File: src/rtl/deskew_collector.sv
// deskew_collector: realigns the skewed bottom-edge wavefront of the array into whole row vectors
module deskew_collector #(
    parameter int DATA_WIDTH = 16,
    parameter int N          = 16,
    parameter int ROWS       = 16
) (
    input  logic                  clk,
    input  logic                  rst,
    input  logic                  en,
    input  logic [DATA_WIDTH-1:0] din [N-1:0],
    input  logic                  in_valid,
    output logic [DATA_WIDTH-1:0] dout [N-1:0],
    output logic                  out_valid,
    input  logic                  out_ready,
    output logic                  out_last,
    output logic                  tile_done,
    output logic                  stall
);
    localparam int CW = ROWS > 1 ? $clog2(ROWS) : 1;
    localparam logic [CW-1:0] LAST = CW'(ROWS - 1);
    logic                  adv;
    logic                  acc;
    logic [N-2:0]          vchain;
    logic [CW-1:0]         row_cnt;
    logic [DATA_WIDTH-1:0] tail [N-1:0];
    assign stall    = out_valid & ~out_ready;
    assign adv      = en & ~stall;
    assign acc      = out_valid & out_ready;
    assign out_last = out_valid & (row_cnt == LAST);
    genvar j;
    for (j = 0; j < N; j++) begin : g_lane
        if (j < N - 1) begin : g_chain
            logic [DATA_WIDTH-1:0] ch [N-1-j];
            // lane j waits N-1-j advances so it lines up with lane 0
            always_ff @(posedge clk or posedge rst) begin
                if (rst) begin
                    for (int i = 0; i < N - 1 - j; i++) ch[i] <= '0;
                end else if (adv) begin
                    ch[0] <= din[j];
                    for (int i = 1; i < N - 1 - j; i++) ch[i] <= ch[i-1];
                end
            end
            assign tail[j] = ch[N-2-j];
        end else begin : g_direct
            assign tail[j] = din[j];
        end
    end
    // valid bits travel alongside lane 0
    always_ff @(posedge clk or posedge rst) begin
        if (rst) begin
            vchain <= '0;
        end else if (adv) begin
            vchain[0] <= in_valid;
            for (int i = 1; i < N - 1; i++) vchain[i] <= vchain[i-1];
        end
    end
    // aligned output vector, frozen while the consumer stalls us
    always_ff @(posedge clk or posedge rst) begin
        if (rst) begin
            for (int i = 0; i < N; i++) dout[i] <= '0;
        end else if (adv) begin
            for (int i = 0; i < N; i++) dout[i] <= tail[i];
        end
    end
    // an accept without a shift empties the output slot
    always_ff @(posedge clk or posedge rst) begin
        if (rst) out_valid <= 1'b0;
        else out_valid <= adv ? vchain[N-2] : (out_ready ? 1'b0 : out_valid);
    end
    // row position within the tile and the end-of-tile pulse
    always_ff @(posedge clk or posedge rst) begin
        if (rst) begin
            row_cnt   <= '0;
            tile_done <= 1'b0;
        end else begin
            row_cnt   <= acc ? (row_cnt == LAST ? '0 : row_cnt + 1'b1) : row_cnt;
            tile_done <= acc & out_last;
        end
    end
endmodule

File: config.mk
export PLATFORM = sky130hd
export DESIGN_NAME = deskew_collector
export DESIGN_NICKNAME = d
export VERILOG_FILES = /design/src/rtl/deskew_collector.sv
export SDC_FILE = /design/constraint.sdc
export NUM_CORES = 2
export LEC_CHECK = 0
export ABC_AREA = 1
export CAP_MARGIN = 15
export CORE_MARGIN = 3
export CORE_UTILIZATION = 35
export CTS_CLUSTER_DIAMETER = 150
export DETAILED_ROUTE_END_ITERATION = 12
export DONT_BUFFER_PORTS = 1
export PLACE_DENSITY = 0.49
export SKIP_CTS_REPAIR_TIMING = 1
export SYNTH_ARGS = -nofsm -noshare
export SYNTH_HDL_FRONTEND = slang
export SYNTH_SLANG_ARGS = --single-unit
File: constraint.sdc
create_clock -name clk -period 107 [get_ports clk]
set_input_delay 5.35 -clock clk [delete_from_list [all_inputs] [get_ports clk]]
set_output_delay 5.35 -clock clk [all_outputs]
set_load 0.01 [all_outputs]
[Word level (Yosys, flattened, before mapping)]
Cells that the tools add are included.
Word-level totals
  flip-flop bits (word level): 2197
  input bits: 261
Cells by class
  add/sub/neg operators: 1
  eq/ne operators: 1
  multiplexer cells: 3
  bitwise gates (word level): 7
  reductions and logical operators: 1
Operators by type and width (number)
  $and A1 B1 Y1: 5
  $add A4 B1 Y4 const B: 1
  $eq A4 B4 Y1 const B: 1
  $mux W4: 1
  $mux W1: 2
  $not A1 Y1: 2
  $reduce_bool A2 Y1: 1

[Logic depth before layout (Yosys ltp)]
  depth after elaboration: 5
  gate-level depth with buffers: 8

[Least setup slack after synthesis]
No wires, ideal clock.
  path kind: input to output
  start: input out_ready
  end: output stall
  data arrival time: 5968 ps
  setup slack: 95682 ps
  cell stages on the path: 6
  buffers on the path: 3
  path through: inv_2 nand2_2 buf_6 buf_4 buf_2 inv_1
On the way
  cells in the longest elaborated chain, start to end: 2
RTL lines
  start: declaration: line 14  | input logic out_ready,
  $not A1 Y1: line 26  | assign stall = out_valid & ~out_ready;
  $and A1 B1 Y1: line 26
  end: declaration: line 17  | output logic stall
Every way passes these cells.

[Final worst setup path]
Ends and elaborated chain as after synthesis.

==> flow_summary.rst <==
.. list-table::
   :header-rows: 1

   * - Metric
     - Value
   * - Gpl congestion
     - 0.7534
   * - Type of the worst min-delay path
     - flip-flop to flip-flop
   * - Critical register-to-register path startpoint
     - out_valid
   * - Slew headroom
     - -0.06125
   * - Number of flops mapped to enable cells by yosys
     - 0
   * - Share of Yosys cell area claimed by the top area cell type
     - 0.6412
   * - Met3 wire length
     - about 10 mm
   * - Post-Route Hold Slack
     - between 400 and 500 ps
   * - Number of nets in the finished design
     - 9281
   * - Time the worst path needs with I/O delays and setup
     - around 12000 ps
   * - Psw
     - slightly below 800 uW
   * - Worst Path Required
     - between 100000 and 150000 ps
   * - Setup skew after layout
     - about 54 ps
   * - Fraction of power spent switching nets
     - 0.3116
   * - Ports
     - 521
   * - Worst supply voltage drop on vdd
     - about 0.000015 V
   * - #FFs+latches synth
     - 2197
   * - Mean area per synthesized cell
     - roughly 9 um^2
   * - Initial detailed-routing violation count
     - about 5500
   * - RSZ-0062 raised after global routing
     - no
   * - Maximum buffer depth of the clock tree
     - 3
   * - Relative area change from synthesis to final layout
     - 10.83%
   * - Fin. Hold Viols
     - 0
   * - Reg-to-Reg End
     - g_lane[1].g_chain.ch[23]
   * - Cell type with the largest total area after synthesis
     - sky130_fd_sc_hd__dfrtp_1
   * - Max-slew violation total from the final report
     - 256
   * - Worst endpoint data arrival time
     - roughly 6700 ps
   * - Register-to-register setup slack
     - about 100000 ps
   * - Cells taking the most area after synthesis
     - sky130_fd_sc_hd__dfrtp_1, sky130_fd_sc_hd__nand2_1, sky130_fd_sc_hd__nand3_1
   * - Portion of the post-synthesis area used by sequential elements
     - 0.6412
   * - Worst Hold Path Cells
     - 2
   * - Share of flip-flops with an asynchronous set or reset
     - 1.000
   * - Via density per instance
     - around 4.8
   * - Number of max-cap violations
     - 0
   * - Chip width
     - between 500 and 600 um
   * - Slew at the pin closest to its max-slew limit
     - roughly 1600 ps
   * - Portion of the clock cycle consumed by the worst path in the final layout
     - 0.1122
   * - Power per cell area
     - about 27 nW/um^2
   * - Combinational share of power
     - 0.158
   * - Clock tree from TritonCTS
     - yes
   * - Number of global-route vias before repair
     - between 50000 and 60000
   * - Endpoint of the worst hold path
     - g_lane[9].g_chain.ch[46]
   * - Syn Nets
     - ~9700
   * - Initial antenna violation count
     - 17
   * - IO buf count
     - 0
   * - Dominant register cell in the synthesized netlist
     - sky130_fd_sc_hd__dfrtp_1
   * - Sum of negative setup slack
     - 0 ps
   * - Failing checks
     - slew limit
   * - Commonest cells in the netlist
     - sky130_fd_sc_hd__nand2_1, sky130_fd_sc_hd__dfrtp_1, sky130_fd_sc_hd__nand3_1, sky130_fd_sc_hd__buf_2, sky130_fd_sc_hd__clkbuf_1
   * - Global-route usage over all layers
     - 0.1561
   * - Uppermost layer routed
     - met5
   * - Clock-pin slew of the registers on the worst-case setup and hold paths
     - roughly 60 ps
   * - Largest fanout on the critical path
     - ~110
   * - Footprint of the flip-flops and latches
     - ~55000 um^2
   * - Total Wirelength
     - about 200 mm
   * - Total area of multi-input combinational cells
     - 26830 um^2
   * - Post-detailed-placement half-perimeter wirelength
     - roughly 110 mm
   * - Residual DRC
     - 0
   * - Proportion of power drawn by flip-flops and latches
     - 0.518
   * - Post-Syn Area
     - 85740 um^2
   * - Root buffer cell
     - sky130_fd_sc_hd__clkbuf_16
   * - Post-detailed-route wirelength per cell
     - ~16 um
   * - Count of distinct cell types in the synthesized netlist
     - 20
   * - Cell leakage power
     - 50.67 nW
   * - Wire length of the first global-routing pass
     - approximately 330 mm
   * - Routed met2 length
     - 88.82 mm
   * - Die outline area
     - around 250000 um^2
   * - Die H
     - between 500 and 600 um
   * - Element type at the critical path start
     - input pin
   * - Power Total
     - 2.548 mW
   * - Hold_sp
     - g_lane[9].g_chain.ch[62]
   * - Grt total ovfl
     - 0
   * - M1 wire length
     - between 90 and 100 mm
   * - Outcome
     - complete, but fails checks
   * - Number of filler instances in the final layout
     - 24490
   * - Clock sink count
     - 2197
   * - Total vias in the final route
     - about 60000
   * - Final setup violation count
     - 0
   * - Cell row count
     - 181
   * - Top achievable clock speed
     - ~83 MHz
   * - Cell-internal power
     - ~1.8 mW
   * - Number of levels in the clock H-tree
     - 4
   * - Post-Syn Instances
     - approximately 9400
   * - Setup crit end kind
     - output pin
   * - Area inside the core boundary
     - 243500 um^2
   * - Starting density of the core
     - 0.3522
   * - Path depth of the worst reg2reg path
     - 9
   * - TritonCTS Buffers
     - ~230
   * - Top-count cell post-synth
     - sky130_fd_sc_hd__nand2_1
   * - Largest net degree at the start of global routing
     - between 300 and 400
   * - Number of warnings printed during yosys synthesis
     - 0
   * - Share of total power in the clock network
     - 0.324
   * - Skew-Pair Late Insertion Delay
     - 840 ps
   * - Post-detailed-route count of antenna-violating nets
     - 0
   * - Share of cells above drive strength 1
     - 0.05077
   * - Type of the worst setup path
     - input pin to output pin
   * - Number of iterations in the first detailed-routing pass
     - 6
-- placed cells by master (no fill, tap or decap), types with 6 or more instances in the layout --
| cell type | Yosys | routed |
|---|---|---|
| sky130_fd_sc_hd__a21oi_1 | 98 | 98 |
| sky130_fd_sc_hd__buf_12 | 1 | 6 |
| sky130_fd_sc_hd__buf_16 | 0 | 8 |
| sky130_fd_sc_hd__buf_4 | 48 | 66 |
| sky130_fd_sc_hd__bufinv_16 | 0 | 16 |
| sky130_fd_sc_hd__clkbuf_1 | 183 | 51 |
| sky130_fd_sc_hd__clkbuf_16 | 0 | 238 |
| sky130_fd_sc_hd__clkbuf_8 | 0 | 59 |
| sky130_fd_sc_hd__clkinv_2 | 0 | 52 |
| sky130_fd_sc_hd__clkinvlp_4 | 0 | 6 |
| sky130_fd_sc_hd__dfrtp_1 | 2197 | 2197 |
| sky130_fd_sc_hd__diode_2 | 0 | 13 |
| sky130_fd_sc_hd__inv_1 | 103 | 102 |
| sky130_fd_sc_hd__nand2_1 | 4103 | 4103 |
| sky130_fd_sc_hd__nand3_1 | 1998 | 1998 |
| sky130_fd_sc_hd__nor2_1 | 101 | 101 |
| sky130_fd_sc_hd__o21ai_0 | 97 | 97 |
-- worst max-delay path, stage by stage --
cell and delay [ps]:
sky130_fd_sc_hd__inv_2 40, sky130_fd_sc_hd__nand2_8 500, sky130_fd_sc_hd__buf_4 580, sky130_fd_sc_hd__inv_1 160
-- worst max-delay path by stage --
stage	from	endpoint	slack (ps)	depth (start not counted)
global placement	en	g_lane[0].g_chain.ch[3]	94630	9
finish	out_ready	stall	95000	4
detailed placement	en	g_lane[0].g_chain.ch[3]	94580	9
floorplan	rst	dout[0]	39580	1
global route	out_ready	stall	94810	4
CTS	out_ready	stall	94940	4
-- flip-flops by register name, summed over array words and instances, names as in the netlist --
register,flops
g_lane.g_chain.ch,1920
dout,256
vchain,15
row_cnt,4
out_valid,1
tile_done,1
-- metrics by stage --
stage / util / setup WS, ps / instances / instance area, um^2
final: 0.3903 / 95000 / 12430 / 95030
after global routing: 0.3903 / 94810 / 12430 / 95010
after CTS: 0.3901 / 94940 / 12420 / 94970
after detailed placement: 0.3574 / 94580 / 11980 / 87020
after global placement: 0.3574 / 94630 / 11980 / 87020
after floorplan: - / 39580 / 9411 / 85740
-- area by class of cell --
cell class	instances	share of cell area
antenna	13	0.0003423
multi-input combinational	6402	0.2823
inverter	104	0.004187
tap	3202	0.04216
sequential	2197	0.5785
clock inverter	87	0.01048
clock buffer	348	0.07323
timing repair buffer	80	0.008795
-- layer usage --
metal / vias up / track usage
li1: 29380 / -
met1: 29350 / 0.2216
met2: 894 / 0.2390
met3: 296 / 0.03556
met4: 2 / 0.04463
met5: - / 0
-- kinds of logic after synthesis --
logic type / share of synthesized area
buffers and inverters: 0.04629
and+or+nand+nor: 0.3008
adders and majority gates: 0.0001459
xor gates and xnor gates: 0.0002043
DFF: 0.6412
AOI/OAI and AO/OA: 0.01138
-- power by group through the flow --
stage	Sequential [mW]	Combinational (mW)	Clock, mW
after global routing	1.36	0.484	0.888
after global placement	1.33	0.403	0
after detailed placement	1.33	0.415	0
final	1.32	0.404	0.826
after floorplan	1.28	0.347	0
after CTS	1.32	0.416	0.855
Note: power is estimated with default switching activity, not from simulation.
